===== src/rtl/usb_pkg.sv =====
// usb_pkg: shared types and constants for the USB bitstream receiver
package usb_pkg;
   typedef enum logic {IDLE, RECV} state_e;
   localparam logic [7:0] SYNC_PATTERN = 8'h80;
   localparam int STUFF_LEN_DEF = 6;
endpackage


===== src/rtl/usb_bitstream_rx_if.sv =====
// usb_bitstream_rx_if: line-decoder bit inputs and packet-decoder byte outputs
interface usb_bitstream_rx_if;
   logic       bit_in;
   logic       bit_valid;
   logic       eop;
   logic [7:0] byte_out;
   logic       byte_valid;
   logic       stream_begin;
   logic       stream_done;
   logic       stuff_err;
   logic       align_err;
   logic       busy;
   modport master (
      output bit_in, bit_valid, eop,
      input  byte_out, byte_valid, stream_begin, stream_done, stuff_err, align_err, busy
   );
   modport slave (
      input  bit_in, bit_valid, eop,
      output byte_out, byte_valid, stream_begin, stream_done, stuff_err, align_err, busy
   );
endinterface


===== src/rtl/usb_unstuff.sv =====
// usb_unstuff: tracks the run of ones and classifies each received bit as data, stuffed zero or violation
module usb_unstuff
   import usb_pkg::*;
#(
   parameter int STUFF_LEN = STUFF_LEN_DEF
) (
   input  logic clk,
   input  logic rst_b,
   input  logic load_one,
   input  logic in_valid,
   input  logic in_bit,
   output logic data_valid,
   output logic data_bit,
   output logic stuff_err
);
   localparam int W = $clog2(STUFF_LEN + 1);
   logic [W-1:0] ones_cnt_q, ones_cnt_d;
   logic         full;
   always_comb begin
      full       = ones_cnt_q == W'(STUFF_LEN);
      data_valid = in_valid && !full;
      data_bit   = in_bit;
      stuff_err  = in_valid && full && in_bit;
      // the SYNC ends in a one, so the run starts at one on entry to RECV
      ones_cnt_d = load_one ? W'(1) :
                   !in_valid ? ones_cnt_q :
                   (full || !in_bit) ? '0 : ones_cnt_q + 1'b1;
   end
   always_ff @(posedge clk) begin
      if (!rst_b) ones_cnt_q <= '0;
      else        ones_cnt_q <= ones_cnt_d;
   end
endmodule


===== src/rtl/usb_bitstream_rx.sv =====
// usb_bitstream_rx: SYNC hunt, bit unstuffing, LSB-first byte assembly and EOP framing
module usb_bitstream_rx
   import usb_pkg::*;
#(
   parameter int STUFF_LEN = STUFF_LEN_DEF
) (
   input logic               clk,
   input logic               rst_b,
   usb_bitstream_rx_if.slave bus
);
   state_e     state_q, state_d;
   logic [7:0] hunt_q, hunt_d;
   logic [2:0] bit_cnt_q, bit_cnt_d;
   logic [7:0] shreg_q, shreg_d;
   logic [7:0] byte_out_q, byte_out_d;
   logic       byte_valid_q, byte_valid_d;
   logic       stream_begin_q, stream_begin_d;
   logic       stream_done_q, stream_done_d;
   logic       stuff_err_q, stuff_err_d;
   logic       align_err_q, align_err_d;
   logic       busy_q, busy_d;
   logic       sync_hit, recv_bit;
   logic       dv, db, se;
   assign sync_hit = state_q == IDLE && bus.bit_valid && {bus.bit_in, hunt_q[7:1]} == SYNC_PATTERN;
   assign recv_bit = state_q == RECV && bus.bit_valid && !bus.eop;
   usb_unstuff #(.STUFF_LEN(STUFF_LEN)) u_unstuff (
      .clk        (clk),
      .rst_b      (rst_b),
      .load_one   (sync_hit),
      .in_valid   (recv_bit),
      .in_bit     (bus.bit_in),
      .data_valid (dv),
      .data_bit   (db),
      .stuff_err  (se)
   );
   always_comb begin
      state_d        = state_q;
      hunt_d         = hunt_q;
      bit_cnt_d      = bit_cnt_q;
      shreg_d        = shreg_q;
      byte_out_d     = byte_out_q;
      byte_valid_d   = 1'b0;
      stream_begin_d = 1'b0;
      stream_done_d  = 1'b0;
      stuff_err_d    = 1'b0;
      align_err_d    = 1'b0;
      if (state_q == IDLE) begin
         if (bus.bit_valid) hunt_d = {bus.bit_in, hunt_q[7:1]};
         if (sync_hit) begin
            state_d        = RECV;
            stream_begin_d = 1'b1;
            bit_cnt_d      = '0;
         end
      end else if (bus.eop) begin
         stream_done_d = bit_cnt_q == 3'd0;
         align_err_d   = bit_cnt_q != 3'd0;
         state_d       = IDLE;
         hunt_d        = '0;
      end else if (se) begin
         stuff_err_d = 1'b1;
         state_d     = IDLE;
      end else if (dv) begin
         // newest bit enters at the MSB so the first bit lands at the LSB after eight shifts
         shreg_d   = {db, shreg_q[7:1]};
         bit_cnt_d = bit_cnt_q + 3'd1;
         if (bit_cnt_q == 3'd7) begin
            byte_out_d   = shreg_d;
            byte_valid_d = 1'b1;
         end
      end
      busy_d = state_d == RECV;
   end
   always_ff @(posedge clk) begin
      if (!rst_b) begin
         state_q        <= IDLE;
         hunt_q         <= '0;
         bit_cnt_q      <= '0;
         shreg_q        <= '0;
         byte_out_q     <= '0;
         byte_valid_q   <= 1'b0;
         stream_begin_q <= 1'b0;
         stream_done_q  <= 1'b0;
         stuff_err_q    <= 1'b0;
         align_err_q    <= 1'b0;
         busy_q         <= 1'b0;
      end else begin
         state_q        <= state_d;
         hunt_q         <= hunt_d;
         bit_cnt_q      <= bit_cnt_d;
         shreg_q        <= shreg_d;
         byte_out_q     <= byte_out_d;
         byte_valid_q   <= byte_valid_d;
         stream_begin_q <= stream_begin_d;
         stream_done_q  <= stream_done_d;
         stuff_err_q    <= stuff_err_d;
         align_err_q    <= align_err_d;
         busy_q         <= busy_d;
      end
   end
   assign bus.byte_out     = byte_out_q;
   assign bus.byte_valid   = byte_valid_q;
   assign bus.stream_begin = stream_begin_q;
   assign bus.stream_done  = stream_done_q;
   assign bus.stuff_err    = stuff_err_q;
   assign bus.align_err    = align_err_q;
   assign bus.busy         = busy_q;
endmodule


===== src/flat_wrapper.sv =====
// flat-port wrapper written by rule: the top's interface ports become plain ports
module usb_bitstream_rx_flat import usb_pkg::*;
#(
   parameter int STUFF_LEN = STUFF_LEN_DEF
)
  (clk, rst_b, bus_bit_in, bus_bit_valid, bus_eop, bus_byte_out, bus_byte_valid, bus_stream_begin, bus_stream_done, bus_stuff_err, bus_align_err, bus_busy);
  usb_bitstream_rx_if bus_i ();
  input logic clk;
  input logic rst_b;
  input wire logic [$bits(bus_i.bit_in)-1:0] bus_bit_in;
  input wire logic [$bits(bus_i.bit_valid)-1:0] bus_bit_valid;
  input wire logic [$bits(bus_i.eop)-1:0] bus_eop;
  output wire logic [$bits(bus_i.byte_out)-1:0] bus_byte_out;
  output wire logic [$bits(bus_i.byte_valid)-1:0] bus_byte_valid;
  output wire logic [$bits(bus_i.stream_begin)-1:0] bus_stream_begin;
  output wire logic [$bits(bus_i.stream_done)-1:0] bus_stream_done;
  output wire logic [$bits(bus_i.stuff_err)-1:0] bus_stuff_err;
  output wire logic [$bits(bus_i.align_err)-1:0] bus_align_err;
  output wire logic [$bits(bus_i.busy)-1:0] bus_busy;
  assign bus_i.bit_in = bus_bit_in;
  assign bus_i.bit_valid = bus_bit_valid;
  assign bus_i.eop = bus_eop;
  assign bus_byte_out = bus_i.byte_out;
  assign bus_byte_valid = bus_i.byte_valid;
  assign bus_stream_begin = bus_i.stream_begin;
  assign bus_stream_done = bus_i.stream_done;
  assign bus_stuff_err = bus_i.stuff_err;
  assign bus_align_err = bus_i.align_err;
  assign bus_busy = bus_i.busy;
  usb_bitstream_rx #(.STUFF_LEN(STUFF_LEN)) u_core (.clk(clk), .rst_b(rst_b), .bus(bus_i));
endmodule

===== config.mk =====
export PLATFORM = sky130hd
export DESIGN_NAME = usb_bitstream_rx_flat
export DESIGN_NICKNAME = d
export VERILOG_FILES = /design/src/rtl/usb_pkg.sv /design/src/rtl/usb_bitstream_rx_if.sv /design/src/rtl/usb_unstuff.sv /design/src/rtl/usb_bitstream_rx.sv /design/src/flat_wrapper.sv
export SDC_FILE = /design/constraint.sdc
export NUM_CORES = 1
export LEC_CHECK = 0
export ABC_CLOCK_PERIOD_IN_PS = 3200
export CORE_AREA = 3 3 74 76
export CTS_CLUSTER_DIAMETER = 30
export CTS_CLUSTER_SIZE = 16
export DETAILED_ROUTE_END_ITERATION = 10
export DIE_AREA = 0 0 77 79
export GPL_ROUTABILITY_DRIVEN = 0
export PLACE_DENSITY = 0.43
export SLEW_MARGIN = 5
export SYNTH_ARGS = -nofsm -noshare
export SYNTH_HDL_FRONTEND = slang
export SYNTH_HIERARCHICAL = 1
export SYNTH_SLANG_ARGS = --single-unit

===== constraint.sdc =====
create_clock -name clk -period 3.2 [get_ports clk]
set_input_delay 0.32 -clock clk [delete_from_list [all_inputs] [get_ports clk]]
set_output_delay 0.32 -clock clk [all_outputs]
set_load 0.005 [all_outputs]

* Yosys cells after proc, flatten, opt, wreduce, memory -nomap -nowiden *
Index checks and enable logic that the tools add are counted.

storage, ports and cells
  flip-flop bits (word level) = 36
  bits of input ports = 5
  output and inout bits = 14
  word-level logic and storage cells = 68

operators by class
  $add $sub $neg = 2
  equal/unequal tests = 7
  mux-type cells = 17
  bitwise operators = 5
  reductions and logical operators = 25

operators by type and width
  operator             count
  $mux 8               3
  $mux 3               6
  $eq 8x8->1 const B   1
  $mux 1               8
  $ne 2x2->1 const B   4
  $reduce_and 4->1     2
  $logic_and 1x1->1    7
  $add 3x1->3 const B  2
  $eq 3x3->1 const B   2
  $reduce_bool 2->1    3
  $not 1->1            5
  $reduce_and 5->1     1
  $reduce_or 5->1      1
  $reduce_or 2->1      2
  $logic_not 1->1      3
  $logic_not 3->1      1
  $reduce_and 3->1     1
  $reduce_bool 3->1    1
  $reduce_or 3->1      1
  $reduce_and 2->1     1
  $logic_or 1x1->1     1

* Longest topological paths before layout *
  word-level depth = 7
  depth in mapped cells = 11
  gate-level depth less buffers = 7

* By module *
The synthesis kept the hierarchy.

modules (own cells, without submodules)
  module            instances  cells each  area an instance (µm²)  seq. area each (µm²)
  usb_bitstream_rx  1          138         1217.4                  620.6
  usb_unstuff       1          24          214.0                   60.1

* Worst setup path after synthesis *
OpenSTA, ideal clock, no wires.

  kind = flip-flop to flip-flop
  start point = register, netlist name u_core/bus.busy
  end point = register u_core.byte_out_q[4], in the netlist u_core/bus.byte_out[4]
  library setup time = 71 ps
  data arrival time = 1748 ps
  data required time = 3129 ps
  path slack = 1381 ps
  stages on the path, launching flop included = 11
  path through = dfxtp_1 -> buf_4 -> nand2b_1 -> nor2_1 -> buf_6 -> and2_2 -> nor4bb_1 -> buf_2 -> buf_4 -> nand3_1 -> a21oi_1

RTL lines
  item                  line                    source
  to (signal assigned)  usb_bitstream_rx.sv:91  byte_out_q <= byte_out_d;
  to (decl)             usb_bitstream_rx.sv:15  logic [7:0] byte_out_q, byte_out_d;

* Worst setup path after layout *
  start point = input bus_eop
  end point = register u_core.bit_cnt_q[0]

between the ends
  longest elaborated chain between the ends = 6
  elaborated cells on any way between the ends = 9

ends and longest elaborated chain
  item                               line                    source
  from (decl)                        flat_wrapper.sv:12      input wire logic [$bits(bus_i.eop)-1:0] bus_eop;
  $logic_not 1->1                    usb_bitstream_rx.sv:25  assign recv_bit = state_q == RECV && bus.bit_valid && !bus.eop;
  $logic_and 1x1->1                  usb_bitstream_rx.sv:25
  net u_core.recv_bit                usb_bitstream_rx.sv:22  logic sync_hit, recv_bit;
  $logic_and 1x1->1 (2 in series)    usb_unstuff.sv:23       stuff_err = in_valid && full && in_bit;
  net u_core.se                      usb_bitstream_rx.sv:23  logic dv, db, se;
  $ne 2x2->1 (no source line)        n/a
  $reduce_and 4->1 (no source line)  n/a
  to (signal assigned)               usb_bitstream_rx.sv:89  bit_cnt_q <= bit_cnt_d;
  to (decl)                          usb_bitstream_rx.sv:13  logic [2:0] bit_cnt_q, bit_cnt_d;

The timed path passes the listed nets, and every way through them passes these cells.
A chain may end at the register's enable or synchronous reset.

==> impl_metrics.csv <==
group,metric,value,unit
run,cap_violations,0,
cts,clockBufferDepth,2,
floorplanning,ports,19,
synth,syn_area,1430,um2
synth,synth_edf_count,0,
placed_design,port_buffers,18,
pwr,p_seq_frac,0.451,
cts,cts_tree,"done",
cts,cts.repair_timing.setup_buffer_count,0,
grt,grt_pass1_wl,5.22,mm
pwr,intPower,0.778,mW
sta,hold_violations,0,
pwr,vdd_drop_max,0.237,mV
worst_setup_path,crit_path_start,"bus_eop",
finish,most-common-layout-cells,"sky130_fd_sc_hd__dfxtp_1, sky130_fd_sc_hd__nand2_1, sky130_fd_sc_hd__clkdlybuf4s50_1, sky130_fd_sc_hd__a21oi_1, sky130_fd_sc_hd__nor2_1",
pwr,power.density_cell_area,530,nW/um2
synth,ys_seq_area_frac,0.476,
cts,path_clk_slew,70,ps
sta,slew_headroom,0.630,
cts,worst_skew_pair.late_latency,280,ps
worst_setup_path,worst_r2r_start,"u_core/bus.busy$_SDFF_PN0_",
cts,cts_max_level,2,
drt,mean_routed_wirelength_per_cell,12.2,um
cts,cts-buffers-inserted,5,
cts,cts_resized,0,
drt,drtIter0Drc,57,
sta,grt_setup_unrepaired,"no",
pwr,power.share.clock,0.503,
synth,async_reset_ff_frac,0,
sta,finClkSkew,6.21,ps
worst_hold_path,hold_class,"register to register",
cts,postCtsHoldBufs,0,
floorplanning,initial_cell_density_of_the_core,0.299,
finish,mostFrequentLayoutCell,"sky130_fd_sc_hd__dfxtp_1",
synth,netlist-cell-type-count,37,
sta,final.setup.worst_slack,849,ps
synth,post_synth_xor_area_fraction,0.00612,
worst_setup_path,critical_path_arrival,2540,ps
sta,final_max_slew_viol_count,0,
drt,route.detailed.vias_per_inst,4.72,
finish,area_delta_synth_final,26.5,%
worst_hold_path,min-delay-start,"u_core/shreg_q[1]$_SDFFE_PN0P_",
drt,drt_pre_antenna_iters,4,
sta,setup_viol_count_final,0,
pwr,p_sw,0.181,mW
finish,share_of_cells_above_drive_strength_1,0.110,
grt,largest_net_degree_at_the_start_of_global_routing,18,
synth,synth_top_flop_cell,"sky130_fd_sc_hd__dfxtp_1",
synth,synthesis.area_per_instance,8.84,um2
outcome,result_of_the_run,"complete, no violations",
synth,yosys-mux-area-fraction,0.00699,
grt,grt_antenna_before_repair,0,
placed_design,dpl.hpwl,2.18,mm
cts,cts.sink_count,34,
floorplanning,core,4790,um2
floorplanning,fp-row-count,25,
synth,ys_ff_latch,34,
finish,finish.utilization,0.378,
drt,vias,1171,
synth,synth_top_area_share,0.476,
drt,post-route-drc-count,0,
drt,antenna_violating_nets_post_route,0,
finish,antenna-diode-count,0,
grt,via_count_of_the_first_global_routing_pass,1080,
grt,track_usage,0.109,
sta,fmax,425,MHz
worst_setup_path,endpoint_kind,"register",
worst_setup_path,critical_path_peak_fanout,11,
floorplanning,dieArea,6080,um2
synth,cell_type_contributing_the_most_total_cell_area_after_synthesis,"sky130_fd_sc_hd__dfxtp_1",
worst_setup_path,critPathRequiredTime,3390,ps
synth,synthCells,162,
worst_setup_path,cp-start-kind,"input port",
sta,final_min_period_over_clock_period,0.735,
synth,syn-num-nets,172,
placed_design,placed_cell_area,1670,um2
sta,worst_slew_pin_slew,540,ps
cts,clock-root-buffer,"sky130_fd_sc_hd__clkbuf_8",
sta,finalSetupTns,0,ps
synth,combinational_family_with_the_most_area_after_synthesis,"simple AND/OR/NAND/NOR gates",
synth,yosysWarnings,6,
finish,layout.cell_area.non_filler,1810,um2
finish,number_of_nets_at_the_end_of_the_flow,190,
pwr,post-layout-total-power,0.959,mW
pwr,switching_share,0.188,
placed_design,place_worst_setup_slack,548,ps
sta,fin_crit,2350,ps
synth,yosys.area_share.simple,0.237,
synth,synth.top_cells.by_area,"sky130_fd_sc_hd__dfxtp_1, sky130_fd_sc_hd__a21oi_1, sky130_fd_sc_hd__nand2_1",
pwr,total_leakage_power,0.611,nW
drt,wl,3.03,mm
worst_setup_path,crit_type,"input port to register",
grt,gr_ovfl_total,0,
pwr,power_frac_comb,0.047,
synth,yosys.area_share.adder,0.0437,
floorplanning,die_height,79,um
floorplanning,die_extent_in_x,77,um
synth,synth_compound_area_frac,0.168,
==> worst paths after layout <==
kind,to,slack (ps),cells after the start
min reg2reg,u_core/shreg_q[1]$_SDFFE_PN0P_,460,2
max,u_core/bit_cnt_q[0]$_SDFFE_PN0P_,850,9
max reg2reg,u_core/bus.byte_out[5]$_SDFFE_PN0P_,950,9
min,u_core/shreg_q[1]$_SDFFE_PN0P_,460,2
==> flip-flops by register name, summed over array words and instances, names as in the netlist, 3 cells and up <==
| register | cells |
|---|---|
| u_core/hunt_q | 7 |
| u_core/bus.byte_out | 8 |
| u_core/u_unstuff/ones_cnt_q | 3 |
| u_core/shreg_q | 7 |
| u_core/bit_cnt_q | 3 |
==> cell type report <==
type / instances / area, um2
clock inverters: 2 / 60.1
inverters: 7 / 26.3
multi-input cells: 110 / 667
fillers: 490 / 2980
repair buffers: 22 / 210
clock buffers: 6 / 82.6
flip-flops and latches: 34 / 681
well taps: 67 / 83.8
==> synth_stat cells (all sizes together), types with 2 or more instances <==
| master | count |
|---|---|
| dfxtp | 34 |
| inv | 6 |
| a21oi | 18 |
| clkbuf | 4 |
| a22oi | 6 |
| nor3 | 2 |
| nor2 | 13 |
| nand2b | 2 |
| nand2 | 20 |
| nand3 | 12 |
| o21ai | 10 |
| buf | 7 |
| ha | 5 |
| o2111ai | 2 |
| nand4 | 4 |
==> through the flow <==
| step | std cells | hold slack, ps |
|---|---|---|
| after CTS | 248 | 465 |
| after floorplan | 162 | 437 |
| after global routing | 248 | 488 |
| after global placement | 240 | 453 |
| after detailed placement | 240 | 455 |
| final | 248 | 464 |
==> cells by family after synthesis <==
kind of cell | Yosys count
compound gates | 40
xor+xnor | 1
fa+ha+maj | 5
buf+inv | 18
flops | 34
mux | 1
simple gates | 63
==> worst max-delay path: stages <==
cell,delay (ps)
sky130_fd_sc_hd__clkdlybuf4s50_1,560
sky130_fd_sc_hd__nand2b_1,250
sky130_fd_sc_hd__nor2_1,60
sky130_fd_sc_hd__buf_4,170
sky130_fd_sc_hd__nand2_1,60
sky130_fd_sc_hd__nor2_1,80
sky130_fd_sc_hd__nand4bb_1,450
sky130_fd_sc_hd__buf_4,330
sky130_fd_sc_hd__a221oi_1,270
==> power groups by stage <==
stage / sequential, mW / combinational (mW) / clock, mW
after global routing: 0.433 / 0.0501 / 0.515
after floorplan: 0.440 / 0.0311 / 0
after CTS: 0.432 / 0.0454 / 0.502
final: 0.432 / 0.0448 / 0.482
after global placement: 0.442 / 0.0447 / 0
after detailed placement: 0.442 / 0.0453 / 0
==> per-layer routing <==
| metal | wire length, um | part of all wire | track usage |
|---|---|---|---|
| met5 | 0 | 0 | 0 |
| met4 | 44 | 0.015 | 0.0534 |
| met3 | 132 | 0.044 | 0.0317 |
| met2 | 1380 | 0.45 | 0.158 |
| met1 | 1480 | 0.49 | 0.147 |
No activity file was read; power rests on OpenSTA's default activity.
